File: src/rtl/bootrom_pkg.sv
// Shared definitions for the boot ROM loader.
//   boot_state_t       : copy-engine state encoding (IDLE, COPY, DONE)
//   BOOT_IMAGE_DEFAULT : default 8 x 16 boot image, word i at [i*16 +: 16]
//   rom_word()         : extracts one word from a packed image
package bootrom_pkg;

    typedef enum logic [1:0] {
        IDLE = 2'd0,
        COPY = 2'd1,
        DONE = 2'd2
    } boot_state_t;

    // Word 0 sits in the least significant 16 bits (0xF200).
    localparam logic [127:0] BOOT_IMAGE_DEFAULT = {
        16'h0008, 16'h4000, 16'h4000, 16'hB008,
        16'hF400, 16'hF800, 16'h4000, 16'hF200
    };

    // Upper bounds on packed image size and word width that rom_word accepts.
    localparam int unsigned IMG_MAX_BITS  = 4096;
    localparam int unsigned WORD_MAX_BITS = 64;

    // Returns word idx of a packed image whose words are width bits wide.
    // With a constant image this folds into a constant mux.
    function automatic logic [WORD_MAX_BITS-1:0] rom_word(
        input logic [IMG_MAX_BITS-1:0] image,
        input int unsigned             idx,
        input int unsigned             width
    );
        logic [WORD_MAX_BITS-1:0] mask;
        if (width >= WORD_MAX_BITS) begin
            mask = '1;
        end else begin
            mask = (64'd1 << width) - 64'd1;
        end
        return WORD_MAX_BITS'(image >> (idx * width)) & mask;
    endfunction

endpackage

File: src/rtl/bootrom_image.sv
// Purely combinational constant lookup into the boot image.
//   idx_i  : word index (AW bits)
//   word_o : image word at idx_i, or zero when idx_i >= DEPTH
module bootrom_image
    import bootrom_pkg::*;
#(
    parameter int                     WIDTH = 16,
    parameter int                     DEPTH = 8,
    parameter int                     AW    = $clog2(DEPTH),
    parameter logic [DEPTH*WIDTH-1:0] INIT  = '0
) (
    input  logic [AW-1:0]    idx_i,
    output logic [WIDTH-1:0] word_o
);

    // Constant image mux; indices past the image read as zero.
    always_comb begin
        if (int'(idx_i) < DEPTH) begin
            word_o = WIDTH'(rom_word(IMG_MAX_BITS'(INIT), 32'(idx_i), 32'(WIDTH)));
        end else begin
            word_o = '0;
        end
    end

endmodule

File: src/rtl/bootrom_loader.sv
// Boot ROM loader: copies a constant DEPTH x WIDTH image into main memory
// after reset, then raises boot_done. Also offers a registered CPU read port.
//   clk, rst (async, active-low)  start : re-run copy (DONE only)
//   cs, we, addr -> dout, dout_valid, wr_err (sticky write-attempt flag)
//   mem_req/mem_gnt/mem_addr/mem_din : copy-engine write port
//   busy : copy in progress   boot_done : image fully copied
module bootrom_loader
    import bootrom_pkg::*;
#(
    parameter int                     WIDTH  = 16,
    parameter int                     DEPTH  = 8,
    parameter int                     AW     = $clog2(DEPTH),
    parameter int                     MEM_AW = 12,
    parameter logic [MEM_AW-1:0]      BASE   = '0,
    parameter logic [DEPTH*WIDTH-1:0] INIT   = BOOT_IMAGE_DEFAULT
) (
    input  logic              clk,
    input  logic              rst,
    input  logic              start,
    input  logic              cs,
    input  logic              we,
    input  logic [AW-1:0]     addr,
    output logic [WIDTH-1:0]  dout,
    output logic              dout_valid,
    output logic              wr_err,
    output logic              mem_req,
    input  logic              mem_gnt,
    output logic [MEM_AW-1:0] mem_addr,
    output logic [WIDTH-1:0]  mem_din,
    output logic              busy,
    output logic              boot_done
);

    boot_state_t       state_q, state_d;
    logic [AW-1:0]     idx_q, idx_d;
    logic              mem_req_q, mem_req_d;
    logic [MEM_AW-1:0] mem_addr_q, mem_addr_d;
    logic [WIDTH-1:0]  mem_din_q, mem_din_d;
    logic              busy_q, busy_d;
    logic              boot_done_q, boot_done_d;
    logic [WIDTH-1:0]  dout_q, dout_d;
    logic              dout_valid_q, dout_valid_d;
    logic              wr_err_q, wr_err_d;

    logic              last_s;
    logic [WIDTH-1:0]  copy_word_s;
    logic [WIDTH-1:0]  rd_word_s;

    assign last_s = (idx_q == AW'(DEPTH - 1));

    // Next copy index; the write port is loaded with the word at this index,
    // so the ROM lookup is driven from it rather than from idx_q.
    always_comb begin
        idx_d = idx_q;
        case (state_q)
            IDLE: begin
                idx_d = '0;
            end
            COPY: begin
                if (mem_gnt && !last_s) begin
                    idx_d = idx_q + AW'(1);
                end else begin
                    idx_d = idx_q;
                end
            end
            DONE: begin
                if (start) begin
                    idx_d = '0;
                end else begin
                    idx_d = idx_q;
                end
            end
            default: begin
                idx_d = '0;
            end
        endcase
    end

    bootrom_image #(
        .WIDTH(WIDTH), .DEPTH(DEPTH), .AW(AW), .INIT(INIT)
    ) u_copy_rom (
        .idx_i  (idx_d),
        .word_o (copy_word_s)
    );

    bootrom_image #(
        .WIDTH(WIDTH), .DEPTH(DEPTH), .AW(AW), .INIT(INIT)
    ) u_read_rom (
        .idx_i  (addr),
        .word_o (rd_word_s)
    );

    // Copy-engine FSM: request/address/data hold until granted.
    always_comb begin
        state_d     = state_q;
        mem_req_d   = mem_req_q;
        mem_addr_d  = mem_addr_q;
        mem_din_d   = mem_din_q;
        busy_d      = busy_q;
        boot_done_d = boot_done_q;
        case (state_q)
            IDLE: begin
                state_d     = COPY;
                mem_req_d   = 1'b1;
                busy_d      = 1'b1;
                boot_done_d = 1'b0;
                mem_addr_d  = BASE + MEM_AW'(idx_d);
                mem_din_d   = copy_word_s;
            end
            COPY: begin
                if (mem_gnt && last_s) begin
                    state_d     = DONE;
                    mem_req_d   = 1'b0;
                    busy_d      = 1'b0;
                    boot_done_d = 1'b1;
                end else if (mem_gnt) begin
                    mem_addr_d  = BASE + MEM_AW'(idx_d);
                    mem_din_d   = copy_word_s;
                end else begin
                    state_d     = COPY;
                end
            end
            DONE: begin
                if (start) begin
                    state_d     = COPY;
                    mem_req_d   = 1'b1;
                    busy_d      = 1'b1;
                    boot_done_d = 1'b0;
                    mem_addr_d  = BASE + MEM_AW'(idx_d);
                    mem_din_d   = copy_word_s;
                end else begin
                    state_d     = DONE;
                end
            end
            default: begin
                state_d     = IDLE;
                mem_req_d   = 1'b0;
                busy_d      = 1'b0;
                boot_done_d = 1'b0;
            end
        endcase
    end

    // CPU read port, independent of the copy engine.
    always_comb begin
        dout_d       = dout_q;
        dout_valid_d = 1'b0;
        wr_err_d     = wr_err_q;
        if (cs && !we) begin
            dout_d       = rd_word_s;
            dout_valid_d = 1'b1;
        end else if (cs && we) begin
            wr_err_d     = 1'b1;
        end else begin
            dout_valid_d = 1'b0;
        end
    end

    // State and output registers with asynchronous clear.
    always_ff @(posedge clk or negedge rst) begin
        if (!rst) begin
            state_q      <= IDLE;
            idx_q        <= '0;
            mem_req_q    <= 1'b0;
            mem_addr_q   <= '0;
            mem_din_q    <= '0;
            busy_q       <= 1'b0;
            boot_done_q  <= 1'b0;
            dout_q       <= '0;
            dout_valid_q <= 1'b0;
            wr_err_q     <= 1'b0;
        end else begin
            state_q      <= state_d;
            idx_q        <= idx_d;
            mem_req_q    <= mem_req_d;
            mem_addr_q   <= mem_addr_d;
            mem_din_q    <= mem_din_d;
            busy_q       <= busy_d;
            boot_done_q  <= boot_done_d;
            dout_q       <= dout_d;
            dout_valid_q <= dout_valid_d;
            wr_err_q     <= wr_err_d;
        end
    end

    assign dout       = dout_q;
    assign dout_valid = dout_valid_q;
    assign wr_err     = wr_err_q;
    assign mem_req    = mem_req_q;
    assign mem_addr   = mem_addr_q;
    assign mem_din    = mem_din_q;
    assign busy       = busy_q;
    assign boot_done  = boot_done_q;

endmodule
File: config.mk
export PLATFORM = sky130hd
export DESIGN_NAME = bootrom_loader
export DESIGN_NICKNAME = d
export VERILOG_FILES = /design/src/rtl/bootrom_pkg.sv /design/src/rtl/bootrom_image.sv /design/src/rtl/bootrom_loader.sv
export SDC_FILE = /design/constraint.sdc
export NUM_CORES = 1
export LEC_CHECK = 0
export BUFFER_PORTS_ARGS = -buffer_cell sky130_fd_sc_hd__clkbuf_2
export CAP_MARGIN = 0
export CORE_MARGIN = 8
export CORE_UTILIZATION = 35
export DETAILED_ROUTE_END_ITERATION = 8
export GPL_TIMING_DRIVEN = 0
export SLEW_MARGIN = 20
export SYNTH_ARGS = -nofsm -noshare
export SYNTH_HDL_FRONTEND = slang
export SYNTH_SLANG_ARGS = --single-unit
export TNS_END_PERCENT = 20
File: constraint.sdc
create_clock -name clk -period 2.8 [get_ports clk]
set_input_delay 0.56 -clock clk [delete_from_list [all_inputs] [get_ports clk]]
set_output_delay 0.56 -clock clk [all_outputs]
set_load 0.005 [all_outputs]
==> flow_summary.yaml, run 1 <==
place:
  gp_congestion: 0.744
  postPlaceCellArea_um2: 1770
  io_buffers: 32
  hpwl_mm: 2.26
global_route:
  grt_max_degree: 25
  grt_overflow: 0
  antenna_found_initial: 0
  first_global_vias: 1075
  grt_pass1_wl_mm: 4.84
  track_usage: 0.0911
synthesis:
  synthCells: 145
  ys_seq_area_frac: 0.411
  mappedNetlistArea_um2: 1460
  synth-async-reset-ratio: 1.00
  avgSynthCellArea_um2: 10.1
  synth_top_area_share: 0.411
  yosys.cell_count.top_type: "buf_4"
  ys_types: 32
  synth_edf_count: 0
  ys.flop_type: "dfrtp_1"
  synth_common_cells: "buf_4, dfrtp_1, ha_1"
  synth_area_leader_cell: "dfrtp_1"
  synth_seq_cells: 24
  ys_top_cells_by_area: "dfrtp_1, buf_4, ha_1"
  yosys_warnings: 0
sta:
  skew_ns: 0.00751
  relSlewSlack: 0.594
  hold_viol_final: 0
  fmax_ghz: 0.413
  setup_viol: 0
  setup_tns_ns: 0
  tightest_slew_ns: 0.610
  post-route-min-period_ns: 2.42
  min_period_over_period: 0.864
  rsz0062_at_grt: "no"
  slew_violations: 0
pwr:
  sw_frac_of_total: 0.343
  power_frac_comb: 0.425
  ir_drop_uv: 322
  internal-power_mw: 0.784
  p_per_area_nw_per_um2: 657
  netSwitchingPower_mw: 0.409
  power_frac_seq: 0.404
  p_total_mw: 1.19
  clockPowerShare: 0.171
  p_leak_nw: 1.03
route:
  post_drt_wl_per_cell_um: 11.0
  drt_pre_antenna_iters: 4
  num_vias: 1033
  drtAntennaViolNets: 0
  dr.first_iter.drc_count: 21
  drcViolationCount: 0
  vias_per_cell: 4.07
  routed_wl_mm: 2.81
final_layout:
  area_delta_synth_final_pct: 24.2
  fin_util: 0.454
  final_area_um2: 1820
  antenna_cells: 0
  fillers: 406
  fin_nets: 227
  drive_gt1_frac: 0.368
worst_setup_path:
  path_common_cell: "ha_1"
  endpoint_kind: "flip-flop"
  required_ns: 2.96
  critPathKind: "reg2reg"
  reg2reg_depth: 10
  crit_buf_inv: 1
  reg2reg_to: "mem_din[14]$_DFFE_PN0P_"
  critPathTopFamily: "compound AO/OA/AOI/OAI gates"
  arrival_ns: 2.58
  rr_startpoint: "idx_q[0]$_DFF_PN0_"
  worstPathMaxFanout: 4
  cp_slowest_stage_delay_ns: 0.41
  path_cells: "ha_1 > ha_1 > nand2b_1 > a21o_2 > a21boi_0 > nand2b_1 > ha_1 > inv_1 > nor2_1 > a211o_1"
  r2r_slack_ns: 0.38
  worst_setup_path_start_kind: "flip-flop"
  crit_path_top_delay_cell: "dfrtp_1"
run_status:
  status: "finished clean"
clock_tree:
  cts_resized: 0
  hold_buffers: 0
  postCtsSetupBuffers: 0
  cts_tree: "done"
  root_buffer: "clkbuf_8"
  clkLatencyLatePin_ns: 0.27
  cts_max_level: 1
  cts_buffer_depth: 2
  cts_buffers: 3
  path_clk_slew_ns: 0.09
  clkSinkCount: 24
floorplan:
  start_util: 0.365
  dieWidth_um: 80.6
  coreArea_um2: 4000
  die_area_um2: 6500
  ios: 58
  rows: 23
  die_h_um: 80.6
min_path:
  worstHoldPathType: "in2async"
job:
  drv_cap: 0
==> area by class of cell <==
cell class	count	area, µm²	area share
multi-input combinational	100	647	0.356
buffer	34	263	0.145
inverter	11	41.3	0.0227
tap	50	62.6	0.0345
clock buffer	3	41.3	0.0227
timing repair buffer	32	160	0.0882
sequential	24	601	0.331
==> worst max path at each step <==
| stage | start | end | slack [ns] | cells past startpoint |
|---|---|---|---|---|
| after global routing | idx_q[0]$_DFF_PN0_ | mem_din[14]$_DFFE_PN0P_ | 0.24 | 10 |
| final | idx_q[0]$_DFF_PN0_ | mem_din[14]$_DFFE_PN0P_ | 0.38 | 10 |
| after CTS | idx_q[0]$_DFF_PN0_ | mem_din[14]$_DFFE_PN0P_ | 0.39 | 10 |
| after detailed placement | idx_q[0]$_DFF_PN0_ | mem_din[14]$_DFFE_PN0P_ | 0.40 | 10 |
| after floorplan | idx_q[0]$_DFF_PN0_ | mem_din[14]$_DFFE_PN0P_ | 0.58 | 10 |
| after global placement | idx_q[0]$_DFF_PN0_ | mem_din[14]$_DFFE_PN0P_ | 0.42 | 10 |
==> flip-flops by register name (all words and copies together), names as in the netlist <==
name / flops
boot_done: 1
mem_din: 6
state_q: 2
busy: 1
idx_q: 3
dout_valid: 1
dout: 6
mem_addr: 3
wr_err: 1
==> routing by layer <==
layer / wire [µm] / GRT usage
met1: 1270 / 0.106
met2: 1270 / 0.154
met3: 253 / 0.0335
met4: 15 / 0.0218
met5: 0 / 0
==> per-stage QoR <==
step / hold slack, ns / worst slack (ns) / std cells
2_1_floorplan: 0.264 / 0.577 / 169
3_3_place_gp: 0.450 / 0.419 / 251
3_5_place_dp: 0.445 / 0.398 / 251
4_1_cts: 0.306 / 0.389 / 254
5_1_grt: 0.337 / 0.237 / 254
6_report: 0.287 / 0.382 / 254
==> power by group through the flow <==
stage	sequential, mW	combinational [mW]	clock (mW)
2_1_floorplan	0.490	0.345	0
3_3_place_gp	0.490	0.505	0
3_5_place_dp	0.490	0.516	0
4_1_cts	0.485	0.516	0.213
5_1_grt	0.496	0.584	0.226
6_report	0.482	0.507	0.204
==> worst register-to-register path, cell delays in order, from the launching register on <==
cell and delay, ns:
dfrtp_1 0.41, ha_1 0.21, ha_1 0.22, nand2b_1 0.19, a21o_2 0.25, a21boi_0 0.32, nand2b_1 0.16, ha_1 0.22
inv_1 0.07, nor2_1 0.05, a211o_1 0.22
==> placed cells by master (no fill, tap or decap) <==
cell type	count
a2111oi_2	1
a211o_1	3
a211oi_1	1
a21boi_0	1
a21o_1	2
a21o_2	1
a21oi_1	5
a21oi_2	1
a221o_1	1
a221oi_1	1
a22o_1	3
and2_4	1
and3_1	1
and3b_4	1
buf_4	30
buf_6	3
clkbuf_1	1
clkbuf_2	32
clkbuf_8	3
conb_1	25
dfrtp_1	24
ha_1	12
inv_1	11
mux2i_1	2
nand2_1	11
nand2b_1	6
nand3_1	1
nor2_1	7
nor2_2	1
nor2b_4	1
nor3b_1	1
o21ai_0	7
o22a_1	1
o31ai_1	2
==> cells by family (layout without fill, tap and decap cells) <==
logic type	count (synthesis)	in the layout	synth area share
muxes	2	2	0.0137
adders and majority gates	12	12	0.103
DFF	24	24	0.411
and+or+nand+nor	31	31	0.113
AOI/OAI and AO/OA	30	30	0.149
buffers and inverters	45	80	0.208
other	1	25	0.00257
Power figures use the tool's default switching activity.
==> run 2: changes to the inputs <==
- PLACE_DENSITY: default -> 0.59
==> run 2 against run 1 <==
Net effect: sequential cell count stayed put; total power about the same; register-to-register slack got worse by 0.03 ns; first-iteration DRC count increased by 86%; largest cell class unchanged.
==> flow_summary.yaml, run 2 (same netlist as run 1, synthesis figures left out) <==
sta:
  tightest_slew_ns: 0.609
  slew_violations: 0
  rsz0062_at_grt: "no"
  skew_ns: 0.00773
  post-route-min-period_ns: 2.45
  hold_slack_ns: 0.286
  setup_tns_ns: 0
  setup_viol: 0
  hold_viol_final: 0
  fmax_ghz: 0.408
  min_period_over_period: 0.875
  relSlewSlack: 0.594
global_route:
  grt_max_degree: 25
  first_global_vias: 1069
  antenna_found_initial: 0
  grt_pass1_wl_mm: 4.89
  track_usage: 0.0937
  grt_overflow: 0
place:
  hpwl_mm: 2.29
  gp_congestion: 0.734
  postPlaceCellArea_um2: 1770
  io_buffers: 32
clock_tree:
  cts_max_level: 1
  cts_resized: 0
  hold_buffers: 0
  root_buffer: "clkbuf_8"
  clkLatencyLatePin_ns: 0.27
  path_clk_slew_ns: 0.08
  cts_tree: "done"
  cts_buffer_depth: 2
  clkSinkCount: 24
  cts_buffers: 3
  postCtsSetupBuffers: 0
final_layout:
  final_area_um2: 1820
  antenna_cells: 0
  fin_nets: 227
  area_delta_synth_final_pct: 24.2
  fin_util: 0.454
  final_cell_mix: "clkbuf_2, buf_4, conb_1"
  layout_commonest_cell: "clkbuf_2"
  drive_gt1_frac: 0.368
worst_setup_path:
  path_cells: "ha_1 > ha_1 > nand2b_1 > a21o_2 > a21boi_0 > nand2b_1 > ha_1 > inv_1 > nor2_1 > a211o_1"
  startpoint: "idx_q[0]$_DFF_PN0_"
  required_ns: 2.96
  endpoint_kind: "flip-flop"
  critPathKind: "reg2reg"
  worstPathMaxFanout: 4
  path_common_cell: "ha_1"
  crit_path_top_delay_cell: "dfrtp_1"
  crit_buf_inv: 1
  reg2reg_depth: 10
  critPathTopFamily: "compound AO/OA/AOI/OAI gates"
  r2r_slack_ns: 0.35
  worst_setup_path_start_kind: "flip-flop"
  crit_path_end: "mem_din[14]$_DFFE_PN0P_"
  cp.depth: 10
  arrival_ns: 2.61
  reg2reg_to: "mem_din[14]$_DFFE_PN0P_"
  cp_slowest_stage_delay_ns: 0.41
  rr_startpoint: "idx_q[0]$_DFF_PN0_"
route:
  drt_pre_antenna_iters: 4
  dr.first_iter.drc_count: 39
  drcViolationCount: 0
  drtAntennaViolNets: 0
  routed_wl_mm: 2.87
  vias_per_cell: 4.04
  num_vias: 1026
  post_drt_wl_per_cell_um: 11.3
run_status:
  status: "finished clean"
floorplan:
  rows: 23
  die_h_um: 80.6
  dieWidth_um: 80.6
  start_util: 0.365
  die_area_um2: 6500
  coreArea_um2: 4000
  ios: 58
job:
  drv_cap: 0
pwr:
  p_per_area_nw_per_um2: 658
  p_leak_nw: 1.03
  p_total_mw: 1.19
  ir_drop_uv: 320
min_path:
  worstHoldPathType: "in2async"
-- run 2: cell counts in the layout (fill, tap and decap cells not counted) --
No cell type changed its count.
-- run 2: report_power, final --
group | switching (mW) | leakage [nW] | internal [mW]
Combinational | 0.253 | 0.705 | 0.259
Clock | 0.105 | 0.0216 | 0.0962
Sequential | 0.0529 | 0.301 | 0.428
Total | 0.411 | 1.03 | 0.783
-- run 2: worst register-to-register path, cell delays in order, from the launching register on --
cell	delay, ns
dfrtp_1	0.41
ha_1	0.21
ha_1	0.22
nand2b_1	0.19
a21o_2	0.24
a21boi_0	0.36
nand2b_1	0.16
ha_1	0.22
inv_1	0.07
nor2_1	0.05
a211o_1	0.22
-- run 2: how the worst min path moves through the flow --
stage	slack (ns)	startpoint	to	depth (start not counted)
after detailed placement	0.45	wr_err$_DFFE_PN0P_	wr_err$_DFFE_PN0P_	1
final	0.29	rst	busy$_DFFE_PN0P_	1
after CTS	0.31	rst	busy$_DFFE_PN0P_	1
after global routing	0.34	rst	busy$_DFFE_PN0P_	1
after floorplan	0.26	rst	boot_done$_DFFE_PN0P_	0
after global placement	0.45	wr_err$_DFFE_PN0P_	wr_err$_DFFE_PN0P_	1
-- run 2: area by class of cell --
class	instances	area, µm²
plain buffers	34	263
repair buffers	32	160
well taps	50	62.6
flip-flops and latches	24	601
clock buffers	3	41.3
multi-input cells	100	647
fillers	412	2180
inverters	11	41.3
-- run 2: stage by stage --
stage | worst slack (ns) | cells
3_5_place_dp | 0.385 | 251
2_1_floorplan | 0.577 | 169
5_1_grt | 0.219 | 254
4_1_cts | 0.371 | 254
3_3_place_gp | 0.417 | 251
6_report | 0.351 | 254
-- run 2: layer usage --
layer | part of all wire | GRT usage | routed length, µm
met5 | 0 | 0 | 0
met4 | 0.013 | 0.0327 | 37
met3 | 0.085 | 0.0368 | 244
met2 | 0.48 | 0.161 | 1370
met1 | 0.43 | 0.101 | 1220
==> run 3: changes to the inputs <==
- CORE_UTILIZATION: 35 -> 46
- PLACE_DENSITY: 0.59 -> 0.74
==> run 3 against run 2 <==
Net effect: global-route usage increased by 2.0 points; clock skew decreased by 0.0068 ns; first-iteration DRC count up 41%; fmax barely moved; sequential cell count stayed put; combinational power is essentially flat; highest routed layer unchanged.
==> flow_summary.yaml, run 3 (same netlist as run 1, synthesis figures left out) <==
run_status:
  status: "finished clean"
final_layout:
  final_cell_mix: "clkbuf_2, buf_4, conb_1"
  fin_nets: 227
  area_delta_synth_final_pct: 24.5
  antenna_cells: 0
  drive_gt1_frac: 0.371
  layout_commonest_cell: "clkbuf_2"
worst_setup_path:
  path_cells: "ha_1 > ha_1 > nand2b_1 > a21o_2 > a21boi_0 > nand2b_1 > ha_1 > inv_1 > nor2_1 > a211o_1"
  worst_setup_path_start_kind: "flip-flop"
  startpoint: "idx_q[0]$_DFF_PN0_"
  required_ns: 3.01
  cp.depth: 10
  reg2reg_depth: 10
  endpoint_kind: "flip-flop"
  crit_path_top_delay_cell: "dfrtp_1"
  cp_slowest_stage_delay_ns: 0.43
  worstPathMaxFanout: 4
  critPathTopFamily: "compound AO/OA/AOI/OAI gates"
  crit_path_end: "mem_din[14]$_DFFE_PN0P_"
  rr_startpoint: "idx_q[0]$_DFF_PN0_"
  arrival_ns: 2.66
  path_common_cell: "ha_1"
  critPathKind: "reg2reg"
  reg2reg_to: "mem_din[14]$_DFFE_PN0P_"
  crit_buf_inv: 1
  r2r_slack_ns: 0.35
floorplan:
  die_h_um: 72.4
  ios: 58
  start_util: 0.483
  die_area_um2: 5240
  rows: 20
  dieWidth_um: 72.4
  coreArea_um2: 3030
sta:
  hold_viol_final: 0
  setup_viol: 0
  relSlewSlack: 0.597
  skew_ns: 0.000945
  post-route-min-period_ns: 2.45
  setup_tns_ns: 0
  tightest_slew_ns: 0.605
  fmax_ghz: 0.408
  min_period_over_period: 0.875
  rsz0062_at_grt: "no"
  slew_violations: 0
clock_tree:
  cts_max_level: 1
  clkSinkCount: 24
  root_buffer: "clkbuf_4"
  cts_buffer_depth: 2
  postCtsSetupBuffers: 0
  clkLatencyLatePin_ns: 0.31
  hold_buffers: 0
  path_clk_slew_ns: 0.13
  cts_buffers: 3
  cts_tree: "done"
  cts_resized: 0
route:
  post_drt_wl_per_cell_um: 11.6
  vias_per_cell: 4.36
  num_vias: 1085
  routed_wl_mm: 2.88
  drcViolationCount: 0
  drtAntennaViolNets: 0
  drt_pre_antenna_iters: 4
  dr.first_iter.drc_count: 55
global_route:
  antenna_found_initial: 0
  grt_max_degree: 25
  grt_use_met2: 0.219
  grt_overflow: 0
  track_usage: 0.113
  grt_pass1_wl_mm: 4.91
  use_met3: 0.0331
  use_met1: 0.114
  grt_busiest_layer: "met2"
  first_global_vias: 1125
pwr:
  p_total_mw: 1.24
  p_leak_nw: 1.03
  ir_drop_uv: 292
  p_per_area_nw_per_um2: 683
place:
  hpwl_mm: 2.40
  io_buffers: 32
  gp_congestion: 0.851
job:
  drv_cap: 0
min_path:
  worstHoldPathType: "in2async"
[run 3: changes by cell type in the layout (fill, tap and decap cells not counted), sizes merged]
cell	delta
bufinv	+1
[run 3: worst register-to-register path, stage by stage (launching register included)]
cell and delay (ns):
dfrtp_1 0.43, ha_1 0.22, ha_1 0.22, nand2b_1 0.19
a21o_2 0.24, a21boi_0 0.33, nand2b_1 0.17, ha_1 0.22
inv_1 0.07, nor2_1 0.05, a211o_1 0.22
[run 3: worst min-delay path by stage]
stage / slack (ns) / start / to / cells after the start
floorplan: 0.26 / rst / boot_done$_DFFE_PN0P_ / 0
global placement: 0.44 / wr_err$_DFFE_PN0P_ / wr_err$_DFFE_PN0P_ / 1
detailed placement: 0.45 / wr_err$_DFFE_PN0P_ / wr_err$_DFFE_PN0P_ / 1
CTS: 0.24 / rst / busy$_DFFE_PN0P_ / 1
global route: 0.27 / rst / idx_q[0]$_DFF_PN0_ / 1
finish: 0.23 / rst / busy$_DFFE_PN0P_ / 1
[run 3: metrics by stage]
step           instances  worst slack (ns)  hold WS (ns)  area [µm²]  utilization
2_1_floorplan        169             0.577         0.264        1550            -
3_3_place_gp         245             0.437         0.441        1770        0.583
3_5_place_dp         245             0.371         0.450        1770        0.583
4_1_cts              249             0.354         0.242        1820        0.601
5_1_grt              249             0.225         0.274        1820        0.601
6_report             249             0.350         0.232        1820        0.601
[run 3: cell type report]
type / count / area (µm²)
fill: 282 / 1210
tap: 44 / 55.1
timing repair buffer: 32 / 160
sequential: 24 / 601
inverter: 11 / 41.3
clock buffer: 3 / 22.5
buffer: 34 / 263
clock inverter: 1 / 30.0
multi-input combinational: 100 / 647
[run 3: layer usage]
layer	wire [µm]	vias to the layer above
met5	0	-
met4	9	0
met3	205	2
met2	1550	28
met1	1110	509
li1	-	546
[run 3: power by group]
part           internal, mW  switching [mW]
combinational         0.260           0.251
sequential            0.428          0.0556
clock                 0.145           0.102
